$ cat src/rtl/mem_read_arbi_n.sv
// N-channel burst read arbiter in front of a single DDR3 controller read port.
// Round-robin or fixed-priority grant, per-burst watchdog, one-hot grant status.
module mem_read_arbi_n #(
    parameter int unsigned MEM_DATA_BITS  = 32,
    parameter int unsigned ADDR_BITS      = 23,
    parameter int unsigned BURST_BITS     = 10,
    parameter int unsigned CH_NUM         = 6,
    parameter int unsigned ARB_MODE       = 0,
    parameter int unsigned TIMEOUT_CYCLES = 8000
) (
    input  logic                              mem_clk,
    input  logic                              rst_n,

    input  logic [CH_NUM-1:0]                 ch_rd_burst_req,
    input  logic [CH_NUM*BURST_BITS-1:0]      ch_rd_burst_len,
    input  logic [CH_NUM*ADDR_BITS-1:0]       ch_rd_burst_addr,
    output logic [CH_NUM-1:0]                 ch_rd_burst_data_valid,
    output logic [CH_NUM*MEM_DATA_BITS-1:0]   ch_rd_burst_data,
    output logic [CH_NUM-1:0]                 ch_rd_burst_finish,
    output logic [CH_NUM-1:0]                 ch_rd_burst_timeout,

    output logic [CH_NUM-1:0]                 grant,
    output logic                              busy,

    output logic                              rd_burst_req,
    output logic [BURST_BITS-1:0]             rd_burst_len,
    output logic [ADDR_BITS-1:0]              rd_burst_addr,
    input  logic                              rd_burst_data_valid,
    input  logic [MEM_DATA_BITS-1:0]          rd_burst_data,
    input  logic                              rd_burst_finish
);

    localparam int unsigned SEL_BITS = (CH_NUM > 1) ? $clog2(CH_NUM) : 1;
    localparam logic [SEL_BITS-1:0] LAST_CH = SEL_BITS'(CH_NUM - 1);
    // The counter is 16 bits wide; a limit it cannot reach leaves the watchdog off.
    localparam bit WDOG_EN = (TIMEOUT_CYCLES != 0) && (TIMEOUT_CYCLES <= 65535);
    localparam logic [15:0] WDOG_LIMIT = 16'(TIMEOUT_CYCLES);

    typedef enum logic [2:0] {
        StIdle,
        StArb,
        StBegin,
        StRead,
        StEnd
    } state_e;

    state_e                 state_q, state_d;
    logic [SEL_BITS-1:0]    sel_q, sel_d;
    logic [SEL_BITS-1:0]    last_q, last_d;
    logic [CH_NUM-1:0]      grant_q, grant_d;
    logic                   req_q, req_d;
    logic [BURST_BITS-1:0]  len_q, len_d;
    logic [ADDR_BITS-1:0]   addr_q, addr_d;
    logic [15:0]            wdog_q, wdog_d;
    logic [CH_NUM-1:0]      finish_q, finish_d;
    logic [CH_NUM-1:0]      timeout_q, timeout_d;

    logic [CH_NUM-1:0]      eligible;
    logic                   win_found;
    logic [SEL_BITS-1:0]    win_idx;
    logic [CH_NUM-1:0]      win_onehot;
    logic [CH_NUM-1:0]      sel_onehot;
    logic [BURST_BITS-1:0]  sel_len;
    logic [ADDR_BITS-1:0]   sel_addr;
    logic                   route_en;
    logic                   wdog_hit;
    int unsigned            rr_idx;

    always_comb begin
        for (int i = 0; i < int'(CH_NUM); i++) begin
            eligible[i] = ch_rd_burst_req[i] &&
                          (ch_rd_burst_len[i*BURST_BITS +: BURST_BITS] != '0);
        end
    end

    always_comb begin
        win_found = 1'b0;
        win_idx   = '0;
        rr_idx    = 0;
        if (ARB_MODE != 0) begin
            // Scan downwards so the lowest eligible index is the last one written.
            for (int i = int'(CH_NUM) - 1; i >= 0; i--) begin
                if (eligible[i]) begin
                    win_found = 1'b1;
                    win_idx   = SEL_BITS'(i);
                end
            end
        end else begin
            for (int unsigned k = 1; k <= CH_NUM; k++) begin
                rr_idx = 32'(last_q) + k;
                if (rr_idx >= CH_NUM) begin
                    rr_idx = rr_idx - CH_NUM;
                end
                if (!win_found && eligible[rr_idx]) begin
                    win_found = 1'b1;
                    win_idx   = SEL_BITS'(rr_idx);
                end
            end
        end
    end

    always_comb begin
        for (int i = 0; i < int'(CH_NUM); i++) begin
            win_onehot[i] = (win_idx == SEL_BITS'(i));
            sel_onehot[i] = (sel_q == SEL_BITS'(i));
        end
    end

    always_comb begin
        sel_len  = '0;
        sel_addr = '0;
        for (int i = 0; i < int'(CH_NUM); i++) begin
            if (sel_onehot[i]) begin
                sel_len  = ch_rd_burst_len[i*BURST_BITS +: BURST_BITS];
                sel_addr = ch_rd_burst_addr[i*ADDR_BITS +: ADDR_BITS];
            end
        end
    end

    assign wdog_hit = WDOG_EN && (wdog_q == WDOG_LIMIT);

    always_comb begin
        state_d   = state_q;
        sel_d     = sel_q;
        last_d    = last_q;
        grant_d   = grant_q;
        req_d     = req_q;
        len_d     = len_q;
        addr_d    = addr_q;
        wdog_d    = wdog_q;
        finish_d  = '0;
        timeout_d = '0;

        unique case (state_q)
            StIdle: begin
                state_d = StArb;
            end
            StArb: begin
                grant_d = '0;
                if (win_found) begin
                    sel_d   = win_idx;
                    grant_d = win_onehot;
                    wdog_d  = '0;
                    state_d = StBegin;
                end
            end
            StBegin: begin
                len_d   = sel_len;
                addr_d  = sel_addr;
                req_d   = 1'b1;
                wdog_d  = (wdog_q == 16'hFFFF) ? wdog_q : wdog_q + 16'd1;
                state_d = StRead;
            end
            StRead: begin
                wdog_d = (wdog_q == 16'hFFFF) ? wdog_q : wdog_q + 16'd1;
                if (rd_burst_data_valid) begin
                    req_d = 1'b0;
                end
                // A finish arriving on the watchdog's last cycle still completes normally.
                if (rd_burst_finish) begin
                    req_d    = 1'b0;
                    finish_d = sel_onehot;
                    state_d  = StEnd;
                end else if (wdog_hit) begin
                    req_d     = 1'b0;
                    timeout_d = sel_onehot;
                    last_d    = sel_q;
                    grant_d   = '0;
                    state_d   = StArb;
                end
            end
            StEnd: begin
                last_d  = sel_q;
                grant_d = '0;
                state_d = StArb;
            end
            default: begin
                state_d = StIdle;
            end
        endcase

        if (CH_NUM == 1) begin
            last_d = '0;
        end
    end

    always_ff @(posedge mem_clk or negedge rst_n) begin
        if (!rst_n) begin
            state_q   <= StIdle;
            sel_q     <= '0;
            last_q    <= LAST_CH;
            grant_q   <= '0;
            req_q     <= 1'b0;
            len_q     <= '0;
            addr_q    <= '0;
            wdog_q    <= '0;
            finish_q  <= '0;
            timeout_q <= '0;
        end else begin
            state_q   <= state_d;
            sel_q     <= sel_d;
            last_q    <= last_d;
            grant_q   <= grant_d;
            req_q     <= req_d;
            len_q     <= len_d;
            addr_q    <= addr_d;
            wdog_q    <= wdog_d;
            finish_q  <= finish_d;
            timeout_q <= timeout_d;
        end
    end

    assign route_en = (state_q == StRead) || (state_q == StEnd);

    always_comb begin
        ch_rd_burst_data_valid = '0;
        ch_rd_burst_data       = '0;
        for (int i = 0; i < int'(CH_NUM); i++) begin
            if (route_en && sel_onehot[i]) begin
                ch_rd_burst_data_valid[i]                       = rd_burst_data_valid;
                ch_rd_burst_data[i*MEM_DATA_BITS +: MEM_DATA_BITS] = rd_burst_data;
            end
        end
    end

    assign ch_rd_burst_finish  = finish_q;
    assign ch_rd_burst_timeout = timeout_q;
    assign grant               = grant_q;
    assign busy                = (state_q == StBegin) || (state_q == StRead) ||
                                 (state_q == StEnd);
    assign rd_burst_req        = req_q;
    assign rd_burst_len        = len_q;
    assign rd_burst_addr       = addr_q;

endmodule

$ cat config.mk
export PLATFORM = sky130hd
export DESIGN_NAME = mem_read_arbi_n
export DESIGN_NICKNAME = d
export VERILOG_FILES = /design/src/rtl/mem_read_arbi_n.sv
export SDC_FILE = /design/constraint.sdc
export NUM_CORES = 1
export LEC_CHECK = 0
export BUFFER_PORTS_ARGS = -buffer_cell sky130_fd_sc_hd__buf_4
export CAP_MARGIN = 20
export CORE_AREA = 2 2 193 195
export DETAILED_ROUTE_END_ITERATION = 10
export DIE_AREA = 0 0 195 197
export PLACE_DENSITY_LB_ADDON = 0.2
export SETUP_SLACK_MARGIN = 0.3
export SLEW_MARGIN = 20
export SYNTH_ARGS = -nofsm -noshare
export SYNTH_HDL_FRONTEND = slang
export SYNTH_SLANG_ARGS = --single-unit
$ cat constraint.sdc
create_clock -name mem_clk -period 6.7 [get_ports mem_clk]
set_input_delay 0.67 -clock mem_clk [delete_from_list [all_inputs] [get_ports mem_clk]]
set_output_delay 0.67 -clock mem_clk [all_outputs]
set_load 0.01 [all_outputs]
==> impl_metrics.toml, run 1 <==
[status]
status = "finished, final reports clean"

[logic_synthesis]
synth_top_flop_cell = "sky130_fd_sc_hd__dfrtp_1"
number_of_enable_type_register_cells_in_the_synthesized_netlist = 0
yosys.area.top_type = "sky130_fd_sc_hd__dfrtp_1"
mappedNetlistNets = 1211
yosys.cell_types.count = 64
synthesis.area_sq_um = 7210
ys_ff_latch = 77
synth_top_area_share = 0.260
yosysSeqAreaShare = 0.268
synth.area.top_cells = "sky130_fd_sc_hd__dfrtp_1 (26%), sky130_fd_sc_hd__and2_1 (17%), sky130_fd_sc_hd__nor2_1 (4.9%)"
async_set_or_reset_flop_fraction_in_the_synthesized_netlist = 1.00
postSynthAreaPerCell_sq_um = 7.55
yosys_warnings = 0
postSynthCellCount = 955

[job]
maxCapViolations = 0

[clocking]
path_clk_slew_ns = 0.08
cts.sinks = 77
cts_made_buffers = 9
clockBufferDepth = 2
cts_tree = "built"
htree_levels = 3
cts.root.buffer_cell = "sky130_fd_sc_hd__clkbuf_16"
clock_latency_reported_for_the_late_side_of_the_worst_skew_pair_ns = 0.36
postCtsHoldBufs = 0
post_cts_resize_count = 0
post_cts_repair_setup_buffers = 0

[power]
p_leak_uw = 0.00567
power-per-cell-area_nw_per_um2 = 386
worst_vdd_drop_mv = 0.205

[worst_hold_path]
timing.hold.worst.class = "input port to asynchronous set/reset pin"

[route]
detail_route.first_pass.iterations = 6
detailedRoute.firstIterationViolations = 586
postRouteWirelength_mm = 37.4
drcViolationCount = 0
avgRoutedWirePerCell_um = 19.9
detail-route-antenna-nets = 0
detailroute.via_count = 8790
avgViaCountPerCell = 4.68

[placed_design]
port_buffers = 490
gp_routability_congestion = 0.869
estimated_wirelength_of_the_detail_placed_design_mm = 29.7
placed_area_sq_um = 11300

[critical_path]
critical_path_stages = 13
worst_setup_path_end_kind = "flip-flop"
worstPathMaxFanout = 21
worst-endpoint-arrival_ns = 5.43
worst_r2r_path_depth = 13
crit_path_cell_trace = "inv_1, ha_1, inv_1, ha_1, a211oi_2, a21boi_2, o21ai_1, a222oi_1, o211ai_1, o41a_1, nor2_4, or4b_1, o21ai_1"
cpMaxStageDelayCell = "sky130_fd_sc_hd__dfstp_2"
critical_path.max_stage_delay_ns = 0.80
reg2reg_setup_slack_ns = 1.50
worstReg2RegEnd = "wdog_q[11]$_DFFE_PN0P_"
cp_data_required_time_ns = 6.93
path_class = "flip-flop to flip-flop"
worst_r2r_startpoint = "last_q[0]$_DFFE_PN1P_"
worstSetupStartpoint = "last_q[0]$_DFFE_PN1P_"
worst_setup_path_start_kind = "flip-flop"
crit_end = "wdog_q[11]$_DFFE_PN0P_"
crit_path_max_delay_family = "compound AO/OA/AOI/OAI gates"
critPathBufInv = 2

[cells_and_area]
layout.cells.most_common_list = "sky130_fd_sc_hd__buf_4 (504), sky130_fd_sc_hd__and2_1 (198), sky130_fd_sc_hd__nor2_1 (91), sky130_fd_sc_hd__nand2_1 (90), sky130_fd_sc_hd__dfrtp_1 (72)"
final_common_cell = "sky130_fd_sc_hd__buf_4"
final_design_area_no_fill_sq_um = 11600
layout-area-overhead-vs-synth_pct = 61.5
layout-drive-gt1-share = 0.408
filler_cell_count = 3926
nNetsFinal = 1659

[grt]
grt_start_max_net_pins = 67
vias_in_the_first_global_route = 8803
grt_first_pass_wirelength_mm = 54.7
gr-usage-all-layers = 0.186
global_route.overflow_total = 0
number_of_antenna_violations_at_the_first_check_in_global_routing = 2

[die]
floorplan.die.width_um = 195
die_h_um = 197
core.rowCount = 70
core_outline_area_sq_um = 36300
die_area_sq_um = 38400
floorplan.initialDensity = 0.199
design.portCount = 491

[sta]
rsz0062_at_grt = "no"
setup_violations = 0
min_period_ns = 5.20
hold_viol_final = 0
timing.final.max_slew_violations = 0
max_freq_mhz = 192
worst_slew_pin_slew_ns = 1.14
worst_clock_skew_ns = 0.0179
timing.max_slew.rel_slack = 0.233
setup_total_negative_slack_ns = 0
post-route-period-util = 0.776
[how the worst min path moves through the flow]
stage                                       from                         endpoint  slack [ns]  cells past startpoint
final                                      rst_n     rd_burst_addr[7]$_DFFE_PN0P_        0.23                      1
after global routing                       rst_n     rd_burst_addr[7]$_DFFE_PN0P_        0.24                      1
after CTS                                  rst_n     rd_burst_addr[7]$_DFFE_PN0P_        0.24                      1
after detailed placement  wdog_q[12]$_DFFE_PN0P_           wdog_q[12]$_DFFE_PN0P_        0.47                      1
after global placement    wdog_q[12]$_DFFE_PN0P_           wdog_q[12]$_DFFE_PN0P_        0.46                      1
after floorplan                            rst_n  ch_rd_burst_finish[0]$_DFF_PN0_        0.37                      0
[cells by family after synthesis]
family,after synthesis,share of synthesized area
AND/OR/NAND/NOR,470,0.342
AO/OA/AOI/OAI,242,0.225
buffers and inverters,90,0.0484
flip-flops,77,0.268
multiplexers,43,0.0679
XOR/XNOR,17,0.0207
adder cells (fa/ha/maj),16,0.0278
[metal layers]
layer  global-route usage  share of wire  vias up
met3               0.0412          0.065       60
li1                     -              -     4267
met1                0.222           0.40     4114
met5              0.00383              0        -
met2                0.325           0.50      349
met4               0.0729          0.035        0
[synth_stat cells (9+ instances only)]
master and instances:
sky130_fd_sc_hd__mux2_2 27, sky130_fd_sc_hd__xnor2_1 9, sky130_fd_sc_hd__mux2i_1 14, sky130_fd_sc_hd__nand2b_1 10
sky130_fd_sc_hd__nor3_1 11, sky130_fd_sc_hd__and2_1 198, sky130_fd_sc_hd__a22oi_1 21, sky130_fd_sc_hd__nand2_1 90
sky130_fd_sc_hd__a211oi_1 11, sky130_fd_sc_hd__nand3_1 17, sky130_fd_sc_hd__inv_1 21, sky130_fd_sc_hd__nor2_1 95
sky130_fd_sc_hd__o22ai_1 36, sky130_fd_sc_hd__clkbuf_1 56, sky130_fd_sc_hd__dfrtp_1 75, sky130_fd_sc_hd__o21ai_0 58
sky130_fd_sc_hd__nand4_1 9, sky130_fd_sc_hd__ha_1 16, sky130_fd_sc_hd__o31ai_1 19, sky130_fd_sc_hd__nor4_1 16
sky130_fd_sc_hd__a21oi_1 29, sky130_fd_sc_hd__o22a_1 12
[report_power, final]
| group | internal [uW] | total [uW] | switching, uW |
|---|---|---|---|
| clock network | 268 | 492 | 224 |
| logic | 1320 | 3200 | 1880 |
| registers | 621 | 805 | 184 |
[sequential cells by signal (all words and copies together) (netlist names)]
name / flops
state_q: 3
ch_rd_burst_finish: 6
rd_burst_addr: 23
ch_rd_burst_timeout: 6
rd_burst_req: 1
wdog_q: 16
grant: 6
sel_q: 3
rd_burst_len: 10
last_q: 3
[per-stage QoR]
stage          setup WS, ns  cells  hold WS [ns]  utilization  power (uW)
2_1_floorplan          2.76    955         0.374            -        2840
3_3_place_gp           1.74   1860         0.458        0.313        4000
3_5_place_dp           1.60   1860         0.466        0.313        4010
4_1_cts                1.56   1876         0.236        0.321        4530
5_1_grt                1.12   1878         0.239        0.321        4890
6_report               1.50   1878         0.229        0.321        4500
[area by class of cell]
class | instances | area [sq um] | share of cell area
multi-input combinational | 788 | 4960 | 0.426
sequential | 77 | 1930 | 0.166
antenna | 2 | 5.00 | 0.000430
timing repair buffer | 504 | 3780 | 0.325
clock buffer | 10 | 239 | 0.0205
inverter | 23 | 86.3 | 0.00741
tap | 468 | 586 | 0.0503
clock inverter | 6 | 53.8 | 0.00462
Note: power is estimated with default switching activity, not from simulation.
==> inputs of run 2 (changes only) <==
CORE_AREA = 2 2 192 194   (was 2 2 193 195)
DIE_AREA = 0 0 194 196   (was 0 0 195 197)
clock period = 4.5 ns   (was 6.7 ns; I/O delays follow)
==> run 2 against run 1 <==
Clock skew is 0.0077 ns lower; power is 54% higher; maximum frequency is 32% higher; cell area is 1.0% higher; register-to-register slack worse by 0.94 ns; critical path depth stayed put; die area is 1.0% lower; flip-flop and latch count stayed put; core utilization is 0.48 points higher; critical path type unchanged; largest cell class unchanged.
==> impl_metrics.toml, run 2 (same netlist as run 1, synthesis figures left out) <==
[sta]
hold_viol_final = 0
rsz0062_at_grt = "yes"
setup_total_negative_slack_ns = 0
timing.final.max_slew_violations = 0
worst_slew_pin_slew_ns = 0.817
post-route-period-util = 0.876
max_freq_mhz = 254
setup_violations = 0
timing.max_slew.rel_slack = 0.450
fin_ws_ns = 0.556
worst_clock_skew_ns = 0.0102
min_period_ns = 3.94

[cells_and_area]
final_core_util = 0.326
final_design_area_no_fill_sq_um = 11800
nNetsFinal = 1667
final_common_cell = "sky130_fd_sc_hd__buf_4"
layout-drive-gt1-share = 0.412
layout.cells.most_common_list = "sky130_fd_sc_hd__buf_4 (511), sky130_fd_sc_hd__and2_1 (198), sky130_fd_sc_hd__nor2_1 (92), sky130_fd_sc_hd__nand2_1 (90), sky130_fd_sc_hd__dfrtp_1 (71)"
area.sequential_sq_um = 1930
area_used_by_multi_input_combinational_logic_sq_um = 4990
largest_register_ff_count = 23
layout-area-overhead-vs-synth_pct = 63.2
filler_cell_count = 3921

[placed_design]
placed_area_sq_um = 11400
estimated_wirelength_of_the_detail_placed_design_mm = 29.7
port_buffers = 490
placement.setup.worst_slack_ns = 0.447
gp_routability_congestion = 0.902

[grt]
gr-usage-all-layers = 0.189
gr_busiest_metal = "met2"
grt_start_max_net_pins = 65
vias_in_the_first_global_route = 8953
global_route.overflow_total = 0
use_met1 = 0.225
grt_util_met2 = 0.330
number_of_antenna_violations_at_the_first_check_in_global_routing = 3
grt_first_pass_wirelength_mm = 55.3
gr-usage-met3 = 0.0426

[power]
power.total_uw = 6930
clock_power_share = 0.112
power-per-cell-area_nw_per_um2 = 589
worst_vdd_drop_mv = 0.311
p_seq_frac = 0.174
power.share.combinational = 0.714
power.switching_uw = 3470
power_switching_share = 0.501
internal-power_uw = 3460
p_leak_uw = 0.00574

[critical_path]
crit_path_max_delay_family = "compound AO/OA/AOI/OAI gates"
critical_path.max_stage_delay_ns = 0.60
path_class = "flip-flop to flip-flop"
worst-endpoint-arrival_ns = 4.18
worst_setup_path_start_kind = "flip-flop"
cpMaxStageDelayCell = "sky130_fd_sc_hd__o41a_4"
worst_setup_path_end_kind = "flip-flop"
crit_path_cell_trace = "inv_1, ha_1, inv_1, ha_1, a211oi_2, a21boi_4, o21ai_1, a222oi_1, o211ai_1, o41a_4, nor2_4, or4b_1, o21ai_1"
cp_data_required_time_ns = 4.74
worstPathMaxFanout = 10
critPathBufInv = 2

[clocking]
path_clk_slew_ns = 0.07
clock_latency_reported_for_the_late_side_of_the_worst_skew_pair_ns = 0.35
cts.root.buffer_cell = "sky130_fd_sc_hd__clkbuf_16"
clockBufferDepth = 2
post_cts_repair_setup_buffers = 0
cts_tree = "built"
htree_levels = 3
cts.sinks = 77
cts_made_buffers = 9

[die]
die_area_sq_um = 38000
core_outline_area_sq_um = 36100
die_h_um = 196
design.portCount = 491
core.rowCount = 70
floorplan.initialDensity = 0.200
floorplan.die.width_um = 194

[route]
detail_route.first_pass.iterations = 5
postRouteWirelength_mm = 37.6
drcViolationCount = 0
detail-route-antenna-nets = 0
detailedRoute.firstIterationViolations = 477
detailroute.via_count = 8909
avgRoutedWirePerCell_um = 19.9
avgViaCountPerCell = 4.72

[status]
status = "finished, final reports clean"

[worst_hold_path]
timing.hold.worst.class = "input port to asynchronous set/reset pin"

[job]
maxCapViolations = 0
run 2: final timing paths:
kind / start / end / slack (ns) / cells after the start
hold / removal: rst_n / rd_burst_addr[7]$_DFFE_PN0P_ / 0.09 / 1
setup / recovery: last_q[0]$_DFFE_PN1P_ / wdog_q[11]$_DFFE_PN0P_ / 0.56 / 13
min in group mem_clk: ch_rd_burst_addr[117] / rd_burst_addr[2]$_DFFE_PN0P_ / 0.41 / 3
hold reg to reg: rd_burst_addr[6]$_DFFE_PN0P_ / rd_burst_addr[6]$_DFFE_PN0P_ / 0.48 / 2
max in group asynchronous: rst_n / sel_q[2]$_DFFE_PN0P_ / 3.42 / 2
setup reg to reg: last_q[0]$_DFFE_PN1P_ / wdog_q[11]$_DFFE_PN0P_ / 0.56 / 13
run 2: worst reg2reg max path, cell delays in order (launching register included):
cell	delay (ns)
sky130_fd_sc_hd__dfstp_2	0.59
sky130_fd_sc_hd__inv_1	0.11
sky130_fd_sc_hd__ha_1	0.41
sky130_fd_sc_hd__inv_1	0.15
sky130_fd_sc_hd__ha_1	0.24
sky130_fd_sc_hd__a211oi_2	0.23
sky130_fd_sc_hd__a21boi_4	0.26
sky130_fd_sc_hd__o21ai_1	0.12
sky130_fd_sc_hd__a222oi_1	0.43
sky130_fd_sc_hd__o211ai_1	0.29
sky130_fd_sc_hd__o41a_4	0.60
sky130_fd_sc_hd__nor2_4	0.17
sky130_fd_sc_hd__or4b_1	0.16
sky130_fd_sc_hd__o21ai_1	0.08
run 2: final cells by class:
cell class | count | area share
inverter | 23 | 0.00734
clock buffer | 11 | 0.0206
sequential | 77 | 0.164
timing repair buffer | 512 | 0.328
antenna | 2 | 0.000425
multi-input combinational | 788 | 0.424
clock inverter | 5 | 0.00553
tap | 468 | 0.0498
run 2: stage by stage:
stage	hold slack, ns	instances
after CTS	0.113	1884
after detailed placement	0.463	1868
after global routing	0.131	1885
final	0.0911	1886
after global placement	0.467	1868
after floorplan	0.154	955
run 2: what timing repair did:
action	4_1_cts	5_1_grt
gates resized for setup	0	8
hold buffers	0	0
setup endpoints to repair	0	25
run 2: power groups by stage:
stage | Clock [uW] | Combinational (uW) | Sequential, uW
2_1_floorplan | 0 | 3110 | 1120
3_3_place_gp | 0 | 4800 | 1210
3_5_place_dp | 0 | 4840 | 1220
4_1_cts | 814 | 4850 | 1210
5_1_grt | 833 | 5410 | 1250
6_report | 780 | 4950 | 1210
run 2: routing by layer:
metal | wire length [um] | up-vias
met1 | 15200 | 4230
met2 | 18700 | 331
met5 | 0 | -
met3 | 2470 | 53
met4 | 1300 | 0
li1 | - | 4295
